===== config.mk =====
export PLATFORM = sky130hd
export DESIGN_NAME = apb_master_arbiter
export DESIGN_NICKNAME = d
export VERILOG_FILES = /design/src/rtl/apb_master_arbiter.sv
export SDC_FILE = /design/constraint.sdc
export NUM_CORES = 1
export LEC_CHECK = 0
export ABC_AREA = 1
export CORE_AREA = 10 10 158 160
export DETAILED_ROUTE_END_ITERATION = 6
export DIE_AREA = 0 0 168 170
export PLACE_DENSITY = 0.77
export SLEW_MARGIN = 30
export SYNTH_ARGS = -nofsm -noshare
export SYNTH_HDL_FRONTEND = slang
export SYNTH_SLANG_ARGS = --single-unit

===== constraint.sdc =====
create_clock -name PCLK -period 3.76 [get_ports PCLK]
set_input_delay 1.128 -clock PCLK [delete_from_list [all_inputs] [get_ports PCLK]]
set_output_delay 1.128 -clock PCLK [all_outputs]
set_load 0.05 [all_outputs]

===== src/rtl/apb_master_arbiter.sv =====
// Round-robin APB master shared by NUM_REQ requesters. Runs SETUP/ACCESS with a
// PREADY watchdog and returns a one-cycle response pulse to the granted requester.
module apb_master_arbiter #(
  parameter int NUM_REQ    = 4,
  parameter int ADDR_WIDTH = 32,
  parameter int DATA_WIDTH = 32,
  parameter int SLV_COUNT  = 4,
  parameter int TIMEOUT    = 16
) (
  input  logic                            PCLK,
  input  logic                            PRESET,
  input  logic [NUM_REQ-1:0]              req_valid,
  output logic [NUM_REQ-1:0]              req_ready,
  input  logic [NUM_REQ-1:0]              req_write,
  input  logic [NUM_REQ*SLV_COUNT-1:0]    req_sel,
  input  logic [NUM_REQ*ADDR_WIDTH-1:0]   req_addr,
  input  logic [NUM_REQ*DATA_WIDTH-1:0]   req_wdata,
  output logic [NUM_REQ-1:0]              rsp_valid,
  output logic                            rsp_err,
  output logic [DATA_WIDTH-1:0]           rsp_rdata,
  output logic [ADDR_WIDTH-1:0]           PADDR,
  output logic                            PWRITE,
  output logic [SLV_COUNT-1:0]            PSEL,
  output logic                            PENABLE,
  output logic [DATA_WIDTH-1:0]           PWDATA,
  input  logic                            PREADY,
  input  logic [DATA_WIDTH-1:0]           PRDATA
);

  localparam int PW = (NUM_REQ > 1) ? $clog2(NUM_REQ) : 1;
  localparam int CW = (TIMEOUT > 1) ? $clog2(TIMEOUT + 1) : 1;
  localparam logic [CW:0] TO_LIMIT = (CW+1)'(TIMEOUT);

  typedef enum logic [1:0] {IDLE, SETUP, ACCESS, RESP} state_t;

  state_t                  state, state_d;
  logic [PW-1:0]           ptr, ptr_d;
  logic [CW-1:0]           cnt, cnt_d;
  logic [CW:0]             cnt_inc;
  logic                    timed_out;

  logic [PW-1:0]           lat_grant, lat_grant_d;
  logic                    lat_write, lat_write_d;
  logic [SLV_COUNT-1:0]    lat_sel, lat_sel_d;

  logic [ADDR_WIDTH-1:0]   paddr_d;
  logic                    pwrite_d, penable_d;
  logic [SLV_COUNT-1:0]    psel_d;
  logic [DATA_WIDTH-1:0]   pwdata_d;
  logic [NUM_REQ-1:0]      rsp_valid_d;
  logic                    rsp_err_d;
  logic [DATA_WIDTH-1:0]   rsp_rdata_d;

  logic [PW-1:0]           grant;
  logic                    found;
  logic                    g_write;
  logic [SLV_COUNT-1:0]    g_sel;
  logic [ADDR_WIDTH-1:0]   g_addr;
  logic [DATA_WIDTH-1:0]   g_wdata;

  // Scan from the highest offset down so the nearest valid index at/after ptr wins.
  always_comb begin
    grant = '0;
    found = 1'b0;
    for (int k = NUM_REQ - 1; k >= 0; k--) begin
      if (req_valid[(int'(ptr) + k) % NUM_REQ]) begin
        grant = PW'((int'(ptr) + k) % NUM_REQ);
        found = 1'b1;
      end
    end
  end

  assign g_write = req_write[grant];
  assign g_sel   = req_sel[int'(grant)*SLV_COUNT +: SLV_COUNT];
  assign g_addr  = req_addr[int'(grant)*ADDR_WIDTH +: ADDR_WIDTH];
  assign g_wdata = req_wdata[int'(grant)*DATA_WIDTH +: DATA_WIDTH];

  assign cnt_inc   = {1'b0, cnt} + {{CW{1'b0}}, 1'b1};
  assign timed_out = (TIMEOUT != 0) && (cnt_inc >= TO_LIMIT);

  // NOTE: every signal is given a default before the case so no path leaves one
  // unassigned; otherwise synthesis infers a latch.
  always_comb begin
    state_d     = state;
    ptr_d       = ptr;
    cnt_d       = cnt;
    lat_grant_d = lat_grant;
    lat_write_d = lat_write;
    lat_sel_d   = lat_sel;
    paddr_d     = PADDR;
    pwrite_d    = PWRITE;
    psel_d      = PSEL;
    penable_d   = PENABLE;
    pwdata_d    = PWDATA;
    rsp_valid_d = '0;
    rsp_err_d   = 1'b0;
    rsp_rdata_d = '0;
    req_ready   = '0;

    unique case (state)
      IDLE: begin
        if (found) begin
          req_ready[grant] = 1'b1;
          lat_grant_d      = grant;
          lat_write_d      = g_write;
          lat_sel_d        = g_sel;
          ptr_d            = (grant == PW'(NUM_REQ - 1)) ? '0 : grant + 1'b1;
          state_d          = SETUP;
          // A zero select never reaches the bus; the SETUP slot is spent idle.
          if (g_sel != '0) begin
            paddr_d  = g_addr;
            pwrite_d = g_write;
            psel_d   = g_sel;
            pwdata_d = g_write ? g_wdata : '0;
          end
        end
      end
      SETUP: begin
        if (lat_sel == '0) begin
          rsp_valid_d[lat_grant] = 1'b1;
          rsp_err_d              = 1'b1;
          state_d                = RESP;
        end else begin
          penable_d = 1'b1;
          cnt_d     = '0;
          state_d   = ACCESS;
        end
      end
      ACCESS: begin
        if (PREADY || timed_out) begin
          paddr_d                = '0;
          pwrite_d               = 1'b0;
          psel_d                 = '0;
          penable_d              = 1'b0;
          pwdata_d               = '0;
          cnt_d                  = '0;
          rsp_valid_d[lat_grant] = 1'b1;
          rsp_err_d              = !PREADY;
          rsp_rdata_d            = (PREADY && !lat_write) ? PRDATA : '0;
          state_d                = RESP;
        end else begin
          cnt_d = cnt_inc[CW-1:0];
        end
      end
      RESP: state_d = IDLE;
      default: state_d = IDLE;
    endcase
  end

  // NOTE: sequential state uses non-blocking assignments so every register
  // samples the pre-edge values regardless of statement order.
  always_ff @(posedge PCLK) begin
    if (PRESET) begin
      state     <= IDLE;
      ptr       <= '0;
      cnt       <= '0;
      lat_grant <= '0;
      lat_write <= 1'b0;
      lat_sel   <= '0;
      PADDR     <= '0;
      PWRITE    <= 1'b0;
      PSEL      <= '0;
      PENABLE   <= 1'b0;
      PWDATA    <= '0;
      rsp_valid <= '0;
      rsp_err   <= 1'b0;
      rsp_rdata <= '0;
    end else begin
      state     <= state_d;
      ptr       <= ptr_d;
      cnt       <= cnt_d;
      lat_grant <= lat_grant_d;
      lat_write <= lat_write_d;
      lat_sel   <= lat_sel_d;
      PADDR     <= paddr_d;
      PWRITE    <= pwrite_d;
      PSEL      <= psel_d;
      PENABLE   <= penable_d;
      PWDATA    <= pwdata_d;
      rsp_valid <= rsp_valid_d;
      rsp_err   <= rsp_err_d;
      rsp_rdata <= rsp_rdata_d;
    end
  end

endmodule


==> Word-level counts from Yosys, hierarchy flattened <==
Index checks and enable logic that the tools add are counted.
{ "word_totals": {"out_inout_bits": 111, "regBits": 123, "input_bits": 315, "word_cells": 124} }
{ "classes": {"add_sub_neg": 5, "magnitude_cmp": 9, "n_eq_ne": 8, "n_bitwise": 6, "n_mux": 59, "shift": 3, "n_reduce_logical": 20} }
{ "ops": {"columns": ["operator", "count"], "rows": [
  ["$shiftx 128x8->32", 2],
  ["$mux 32", 6],
  ["$pmux 32 s2", 2],
  ["$mux 4", 7],
  ["$mux 1", 21],
  ["$pmux 4 s2", 2],
  ["$shiftx 16x5->4", 1],
  ["$mux 2", 7],
  ["$lt 3x4->1 const B", 3],
  ["$bmux 1 s2", 5],
  ["$mux 5", 2],
  ["$pmux 5 s2", 1],
  ["$lt 2x3->1 const B", 3],
  ["$ne 2x2->1 const B", 4],
  ["$pmux 2 s4", 1],
  ["$add 5x1->6 const B", 1],
  ["$eq 2x2->1 const B", 3],
  ["$ge 6x5->1 const B", 1],
  ["$pmux 1 s2", 3],
  ["$reduce_and 2->1", 3],
  ["$reduce_or 2->1", 3],
  ["$add 2x1->2 const B", 2],
  ["$add 2x2->2 const B", 2],
  ["$demux 1 s2", 2],
  ["other kinds (14)", 23]
]} }

==> Longest topological paths before layout <==
Gate-level depths: netlist of run 1.
{ "logic_depth": {"ltp_word": 16, "mapped_depth": 20, "depth_no_buf": 16} }

==> Worst setup path after synthesis of run 1 <==
Ideal clock, no wire load.
{ "synth_timing": {"kind": "input port to output port", "startpoint": "input req_valid[1]", "endpoint": "output req_ready[3]", "cell_stages": 14, "path_slack_ns": -0.396, "arrival_ns": 3.028, "path_cell_list": "inv_1 nand2_1 nand3_2 nand2_1 inv_2 nand2_2 nand2_4 nand2_4 inv_2 buf_2 buf_2 ha_1 inv_1 nor2_1"} }
{ "synth_via": {"elab_chain_len": 13, "word_cells_on_any_way": 26, "classes_between": "order compare: 2; mux: 23; reduce/logical: 1"} }
{ "synth_rtl": {"columns": ["element", "line_no", "source"], "rows": [
  ["start, declared", "12", "input logic [NUM_REQ-1:0] req_valid,"],
  ["$bmux 1 s2", "66", "if (req_valid[(int'(ptr) + k) % NUM_REQ]) begin"],
  ["$mux 1 (not written as such) (2 in a row)", "66", null],
  ["$mux 2 (3 in a row)", "66", null],
  ["$mux 2 (*)", "66", null],
  ["via grant[0]", "54", "logic [PW-1:0] grant;"],
  ["$lt 2x3->1 (not written as such) or $ge 2x1->1 (tied branches)", "103", "req_ready[grant] = 1'b1;"],
  ["$logic_and 1x1->1 (not written as such)", "103", null],
  ["$mux 1 (not written as such)", "103", null],
  ["$demux 1 s2 (*)", "103", null],
  ["$mux 4 (*)", "102", "if (found) begin"],
  ["$mux 4 (*)", "100", "unique case (state)"],
  ["end, declared", "13", "output logic [NUM_REQ-1:0] req_ready,"]
]} }
Mark *: on every way through the listed nets, which the timed path passes. The rest lies on a longest branch. The select of a mux whose other input is x is not followed.

==> Worst setup path in the final report of run 1 <==
{ "layout_timing": {"startpoint": "input req_valid[3]", "endpoint": "output req_ready[2]"} }
{ "layout_via": {"elab_chain_len": 13, "word_cells_on_any_way": 26, "classes_between": "order compare: 2; mux: 23; reduce/logical: 1"} }
{ "layout_rtl": {"columns": ["element", "line_no"], "rows": [
  ["$bmux 1 s2", "66"],
  ["$mux 1 (not written as such) (2 in a row)", "66"],
  ["$mux 2 (4 in a row)", "66"],
  ["$lt 2x3->1 (not written as such) or $ge 2x1->1 (tied branches)", "103"],
  ["$logic_and 1x1->1 (not written as such)", "103"],
  ["$mux 1 (not written as such)", "103"],
  ["$demux 1 s2", "103"],
  ["$mux 4 (*)", "102"],
  ["$mux 4 (*)", "100"]
]} }
Mark *: on every way between the ends. The rest lies on a longest branch, timed or not. The select of a mux whose other input is x is not followed.

==> flow_summary_export.csv, run 1 <==
group,metric,value,unit
outcome,status,"complete, no violations",
grt,grt_pass1_vias,8482,
placement,pre_cts_ws,-315,ps
logic_synthesis,avgSynthCellArea,6.67,µm²
detailed_routing,dr_wl_met2,15700,µm
critical_path,r2r-start,"ptr[0]$_SDFFE_PP0P_",
cells_and_area,final_util,55.4,%
power,p_comb_share,71.5,%
logic_synthesis,synth_xor_area_share,0.263,%
logic_synthesis,synth_top_family_by_area,"simple AND/OR/NAND/NOR gates",
logic_synthesis,synth_seq_cells,123,
grt,grt_pass1_wl,46800,µm
logic_synthesis,synthSimpleGateAreaFrac,27.8,%
die,fp.dieArea,0.0286,mm²
timing,worst_slack,89.2,ps
critical_path,critPathLaunch,"req_valid[3]",
logic_synthesis,syn_nets,1323,
clock_network,cts_tree,"yes",
die,die_h,170,µm
critical_path,cp_cell_sequence,"clkdlybuf4s15_1 > nand2_1 > nand2_2 > nand2_2 > nor2_2 > o21ai_2 > buf_4 > a21boi_4 > ha_2 > inv_2 > nor2_4 > buf_12",
critical_path,crit_type,"primary input to output pin",
placement,dp_hpwl,24200,µm
timing,maxSlewHeadroom,55.7,%
cells_and_area,drive_gt1_share,10.2,%
power,p_switching,6.53,mW
flow_run,maxCapViolations,0,
detailed_routing,post_drt_wl_per_cell,18.3,µm
critical_path,start_kind,"primary input",
die,die_w,168,µm
critical_path,critPathCaptureType,"output pin",
critical_path,reg2reg_slack,610,ps
logic_synthesis,seq_area_frac_synth,36.9,%
grt,grt_max_degree,63,
critical_path,required,2630,ps
timing,clock_skew,8.96,ps
timing,finalCriticalPeriod,3670,ps
detailed_routing,top_layer_used,"met4",
critical_path,critical-path-slowest-cell,"clkdlybuf4s15_1",
power,ir_drop,0.000715,V
power,p_int,5.62,mW
power,powerDensity,1010,mW/mm²
timing,finalSetupViolCount,0,
detailed_routing,drc,0,
clock_network,cts_made_buffers,17,
cells_and_area,fill_cells,2027,
logic_synthesis,synth_warnings,0,
clock_network,cts.htree.levels,4,
placement,port_buffers,425,
critical_path,slowest_delay,200,ps
cells_and_area,syn_to_final_growth,80.1,%
grt,overflow,0,
timing,period_share,97.6,%
power,seqPwrFrac,15.3,%
grt,globalRouteTotalUtil,20.4,%
clock_network,worst_skew_pair.late_latency,420,ps
detailed_routing,viasPerCell,5.00,
logic_synthesis,synth_area,0.00667,mm²
critical_path,crit_fanout,3,
cells_and_area,fin_nets,1734,
logic_synthesis,muxShareOfSynthArea,0,%
clock_network,cts_buffer_depth,2,
detailed_routing,met1_length,11900,µm
clock_network,clk_pin_slew,60,ps
placement,gp_congestion,0.876,
detailed_routing,antenna_left,0,
critical_path,path_buf_inv,4,
die,io_pins,426,
power,sw_frac_of_total,53.7,%
critical_path,cp.arrival,2540,ps
power,p_leak,4.70,nW
detailed_routing,first_pass_iters,6,
timing,worstMarginPinSlew,663,ps
worst_hold_path,hp-class,"flip-flop to flip-flop",
logic_synthesis,synthCells,1000,
logic_synthesis,synth_cell_types,35,
detailed_routing,wl_met3,2850,µm
timing,slew_viol_final,0,
critical_path,crit_end,"req_ready[2]",
die,start_util,30.7,%
critical_path,rr_endpoint,"PWDATA[18]$_SDFFE_PP0P_",
detailed_routing,wl,31400,µm
timing,hold_ws,441,ps
detailed_routing,vias,8552,
power,p_clk_share,13.2,%
critical_path,crit_family,"buffers and inverters",
clock_network,root_buffer,"clkbuf_16",
logic_synthesis,dominantRegCellSynth,"dfxtp_1",
critical_path,crit_path_frequent_cell,"nand2_2",
timing,fmax,0.272,GHz
critical_path,r2r_cells,19,
logic_synthesis,async_flop_share,0,%
critical_path,path_depth,12,
timing,hold_violations,0,
logic_synthesis,synthAdderAreaFrac,1.50,%
logic_synthesis,synth_compound_area_share,23.7,%
die,core,0.0217,mm²
clock_network,cts_sinks,123,
grt,antenna_found_initial,7,
die,num_rows,54,
logic_synthesis,synth_edf_count,0,
detailed_routing,first_iter_violations,501,
cells in the final DEF (no fill, tap or decap), types with 9 or more instances in the layout:
| cell type | instances |
|---|---|
| dfxtp_1 | 123 |
| nor2_1 | 181 |
| o21ai_0 | 124 |
| o22ai_1 | 64 |
| clkdlybuf4s50_1 | 416 |
| nand2_2 | 17 |
| inv_1 | 62 |
| nand2_1 | 123 |
| a21oi_2 | 11 |
| buf_4 | 38 |
| clkbuf_16 | 17 |
| a21oi_1 | 68 |
| o21ai_1 | 15 |
| buf_12 | 9 |
| nand3_1 | 82 |
layout make-up:
class | instances | area [µm²] | area share, %
Antenna cell | 7 | 17.5 | 0.146
Multi-Input combinational cell | 730 | 3650 | 30.4
Sequential cell | 123 | 2460 | 20.5
Inverter | 70 | 273 | 2.27
Tap cell | 280 | 350 | 2.92
Timing Repair Buffer | 469 | 4680 | 39.0
Clock buffer | 17 | 425 | 3.54
Clock inverter | 15 | 151 | 1.26
cell usage after synthesis, types with 4 or more instances:
| master | count | share of area (%) |
|---|---|---|
| a21oi_1 | 68 | 5.1 |
| nand3_1 | 85 | 6.4 |
| dfxtp_1 | 123 | 37 |
| o22ai_1 | 64 | 6.0 |
| nand2_2 | 9 | 0.84 |
| nand3_2 | 4 | 0.60 |
| o21ai_0 | 124 | 9.3 |
| a21oi_2 | 11 | 1.4 |
| ha_1 | 8 | 1.5 |
| clkbuf_1 | 43 | 2.4 |
| nor2_1 | 188 | 11 |
| buf_4 | 7 | 0.79 |
| o21ai_1 | 15 | 1.1 |
| buf_2 | 23 | 1.7 |
| nand2_1 | 131 | 7.4 |
| inv_1 | 65 | 3.7 |
worst register-to-register path, delay by kind of cell, from the launching register on:
family | cells | cell delay, ps
simple gates | 14 | 1500
compound gates | 1 | 150
buf+inv | 4 | 880
flops | 1 | 570
logic make-up after synthesis:
logic type               Yosys count
AND/OR/NAND/NOR                  433
AO/OA/AOI/OAI                    287
buffers and inverters            147
flip-flops                       123
adder cells (fa/ha/maj)            8
XOR/XNOR                           2
metal layers:
metal	vias up	global-route usage, %
met5	-	0
met4	0	8.93
met3	49	8.09
met2	378	34.5
met1	3946	22.2
li1	4179	-
metrics by stage:
stage	instances	setup TNS, ps	total power, mW	cell area [µm²]
global placement	1664	-11930	10.3	11300
finish	1711	0	12.1	12000
floorplan	1000	0	7.66	6710
global route	1711	-69.0	13.1	12000
CTS	1700	0	12.1	11900
detailed placement	1664	-19340	10.3	11300
how the worst min path moves through the flow:
stage	slack, ps	endpoint	depth (start not counted)	start
final	440	rsp_valid[2]$_SDFF_PP0_	1	lat_grant[0]$_SDFFE_PP0P_
after global routing	460	rsp_valid[0]$_SDFF_PP0_	1	lat_grant[0]$_SDFFE_PP0P_
after CTS	440	rsp_valid[0]$_SDFF_PP0_	1	lat_grant[0]$_SDFFE_PP0P_
after detailed placement	430	rsp_valid[2]$_SDFF_PP0_	1	lat_grant[0]$_SDFFE_PP0P_
after global placement	430	rsp_valid[0]$_SDFF_PP0_	1	lat_grant[0]$_SDFFE_PP0P_
after floorplan	410	rsp_valid[0]$_SDFF_PP0_	1	lat_grant[0]$_SDFFE_PP0P_
flip-flops by register name, indices dropped and copies added (netlist names):
signal,count
PSEL,4
rsp_err,1
cnt,5
ptr,2
state,2
PWRITE,1
rsp_rdata,32
lat_sel,4
PENABLE,1
lat_write,1
lat_grant,2
PWDATA,32
PADDR,32
rsp_valid,4
power by group through the flow:
stage	sequential (mW)	combinational [mW]	clock, mW
floorplan	2.76	4.90	0
global placement	1.87	8.39	0
detailed placement	1.88	8.45	0
CTS	1.86	8.58	1.64
global route	1.90	9.45	1.70
finish	1.86	8.69	1.60
timing repair:
action                                  in CTS  in global routing
endpoints found under the setup margin       4                  4
hold buffers                                 0                  0
setup buffers                                4                  4
resized for setup                           13                 21
pin swaps                                   13                 12
endpoints found under the hold margin        0                  0
(Power assumes the default switching activity.)
==> inputs of run 2 (changes only) <==
Settings changed: PLACE_DENSITY 0.77 to 0.74.
==> flow_summary_export.csv, run 2 (same netlist as run 1, synthesis figures left out) <==
group,metric,value,unit
clock_network,cts_sinks,123,
cells_and_area,fin_nets,1731,
grt,grt_pass1_vias,8447,
cells_and_area,drive_gt1_share,9.71,%
timing,hold_violations,0,
grt,globalRouteTotalUtil,20.9,%
detailed_routing,met1_length,12700,µm
timing,maxSlewHeadroom,54.8,%
cells_and_area,largestRegisters,"PADDR x32, PWDATA x32, rsp_rdata x32",
power,powerDensity,1010,mW/mm²
die,start_util,30.7,%
cells_and_area,diodes,0,
clock_network,cts_tree,"yes",
flow_run,maxCapViolations,0,
detailed_routing,antenna_left,0,
cells_and_area,final_cell_mix,"clkdlybuf4s50_1, nor2_1, o21ai_0, nand2_1, dfxtp_1",
power,p_leak,4.72,nW
clock_network,cts_made_buffers,17,
detailed_routing,first_pass_iters,6,
clock_network,cts.htree.levels,4,
timing,worstMarginPinSlew,676,ps
timing,fmax,0.270,GHz
die,die_w,168,µm
die,fp.dieArea,0.0286,mm²
cells_and_area,syn_to_final_growth,80.3,%
cells_and_area,final_common_cell,"clkdlybuf4s50_1",
timing,hold_ws,443,ps
detailed_routing,vias,8449,
timing,clock_skew,12.1,ps
critical_path,crit_fanout,4,
detailed_routing,first_iter_violations,645,
critical_path,critPathCaptureType,"output pin",
detailed_routing,wl_met3,2660,µm
placement,dp_hpwl,24500,µm
critical_path,cp.arrival,2580,ps
die,die_h,170,µm
grt,grt_pass1_wl,48000,µm
cells_and_area,fin_area,0.0120,mm²
clock_network,cts_buffer_depth,2,
worst_hold_path,hp-class,"flip-flop to flip-flop",
critical_path,required,2630,ps
detailed_routing,post_drt_wl_per_cell,18.8,µm
placement,place_inst,1666,
critical_path,start_kind,"primary input",
detailed_routing,top_layer_used,"met4",
die,core,0.0217,mm²
die,num_rows,54,
placement,dpl-instance-area,0.0114,mm²
timing,finalSetupViolCount,0,
clock_network,worst_skew_pair.late_latency,420,ps
critical_path,crit_type,"primary input to output pin",
grt,grt_max_degree,73,
placement,gp_congestion,0.857,
detailed_routing,wl,32000,µm
detailed_routing,drc,0,
timing,slew_viol_final,0,
detailed_routing,viasPerCell,4.97,
power,ir_drop,0.000683,V
outcome,status,"complete, no violations",
timing,fin_setup_tns,0,ps
detailed_routing,dr_wl_met2,16100,µm
die,io_pins,426,
cells_and_area,final_cells,1701,
clock_network,root_buffer,"clkbuf_16",
grt,antenna_found_initial,0,
placement,port_buffers,425,
timing,finalCriticalPeriod,3710,ps
clock_network,clk_pin_slew,60,ps
timing,rsz0062_at_grt,"yes",
timing,period_share,98.6,%
grt,overflow,0,
-- run 2: changes by cell type in the layout (fill, tap and decap cells not counted), sizes merged --
cell         change
inv              +1
dlygate4sd2      +2
clkbuf           -2
clkinv           -1
diode            -7
buf              -3
clkinvlp         -2
bufinv           +2
-- run 2: worst paths after layout --
check,startpoint,endpoint,slack [ps],cells past startpoint
setup / recovery,req_valid[2],req_ready[3],50,15
hold / removal,lat_grant[0]$_SDFFE_PP0P_,rsp_valid[2]$_SDFF_PP0_,440,1
setup reg to reg,ptr[0]$_SDFFE_PP0P_,PADDR[19]$_SDFFE_PP0P_,560,19
hold reg to reg,lat_grant[0]$_SDFFE_PP0P_,rsp_valid[2]$_SDFF_PP0_,440,1
-- run 2: where the power goes --
| group | leakage [nW] | total [mW] | internal (mW) | switching [mW] |
|---|---|---|---|---|
| Combinational | 3.42 | 8.63 | 3.09 | 5.54 |
| Clock | 0.298 | 1.69 | 1.00 | 0.686 |
| Sequential | 1.00 | 1.87 | 1.66 | 0.207 |
-- run 2: through the flow --
stage / setup slack, ps / util [%] / total power [mW]
floorplan: 19.2 / - / 7.66
global placement: -209 / 52.4 / 10.3
detailed placement: -275 / 52.4 / 10.4
CTS: 10.7 / 55.2 / 12.2
global route: -33.3 / 55.4 / 13.1
finish: 53.4 / 55.4 / 12.2
-- run 2: area by class of cell --
| type | instances | area, µm² |
|---|---|---|
| timing repair buffer | 466 | 4710 |
| tap | 280 | 350 |
| sequential | 123 | 2460 |
| multi-input combinational | 730 | 3630 |
| inverter | 70 | 270 |
| fill | 2031 | 9660 |
| clock inverter | 15 | 175 |
| clock buffer | 17 | 425 |
-- run 2: worst max-delay path: stages --
cell and delay (ps):
dlygate4sd2_1 240, inv_1 60, nand2_2 70, nand3_2 110, nand2_2 80, inv_2 80, buf_12 110, nand2_2 60
nand2_4 70, nand2_4 70, inv_4 60, ha_2 160, inv_2 50, nor2_4 90, buf_12 140
-- run 2: layer usage --
layer | up-vias | track usage [%]
met3 | 34 | 7.12
met4 | 0 | 5.56
met5 | - | 0
li1 | 4153 | -
met1 | 3898 | 24.0
met2 | 364 | 36.4
-- run 2: repair_timing --
item / in CTS / in global routing
pin swaps: 9 / 7
cloned: 0 / 0
hold buffers: 0 / 0
endpoints found under the setup margin: 4 / 7
resized for setup: 12 / 12
setup buffers: 1 / 2
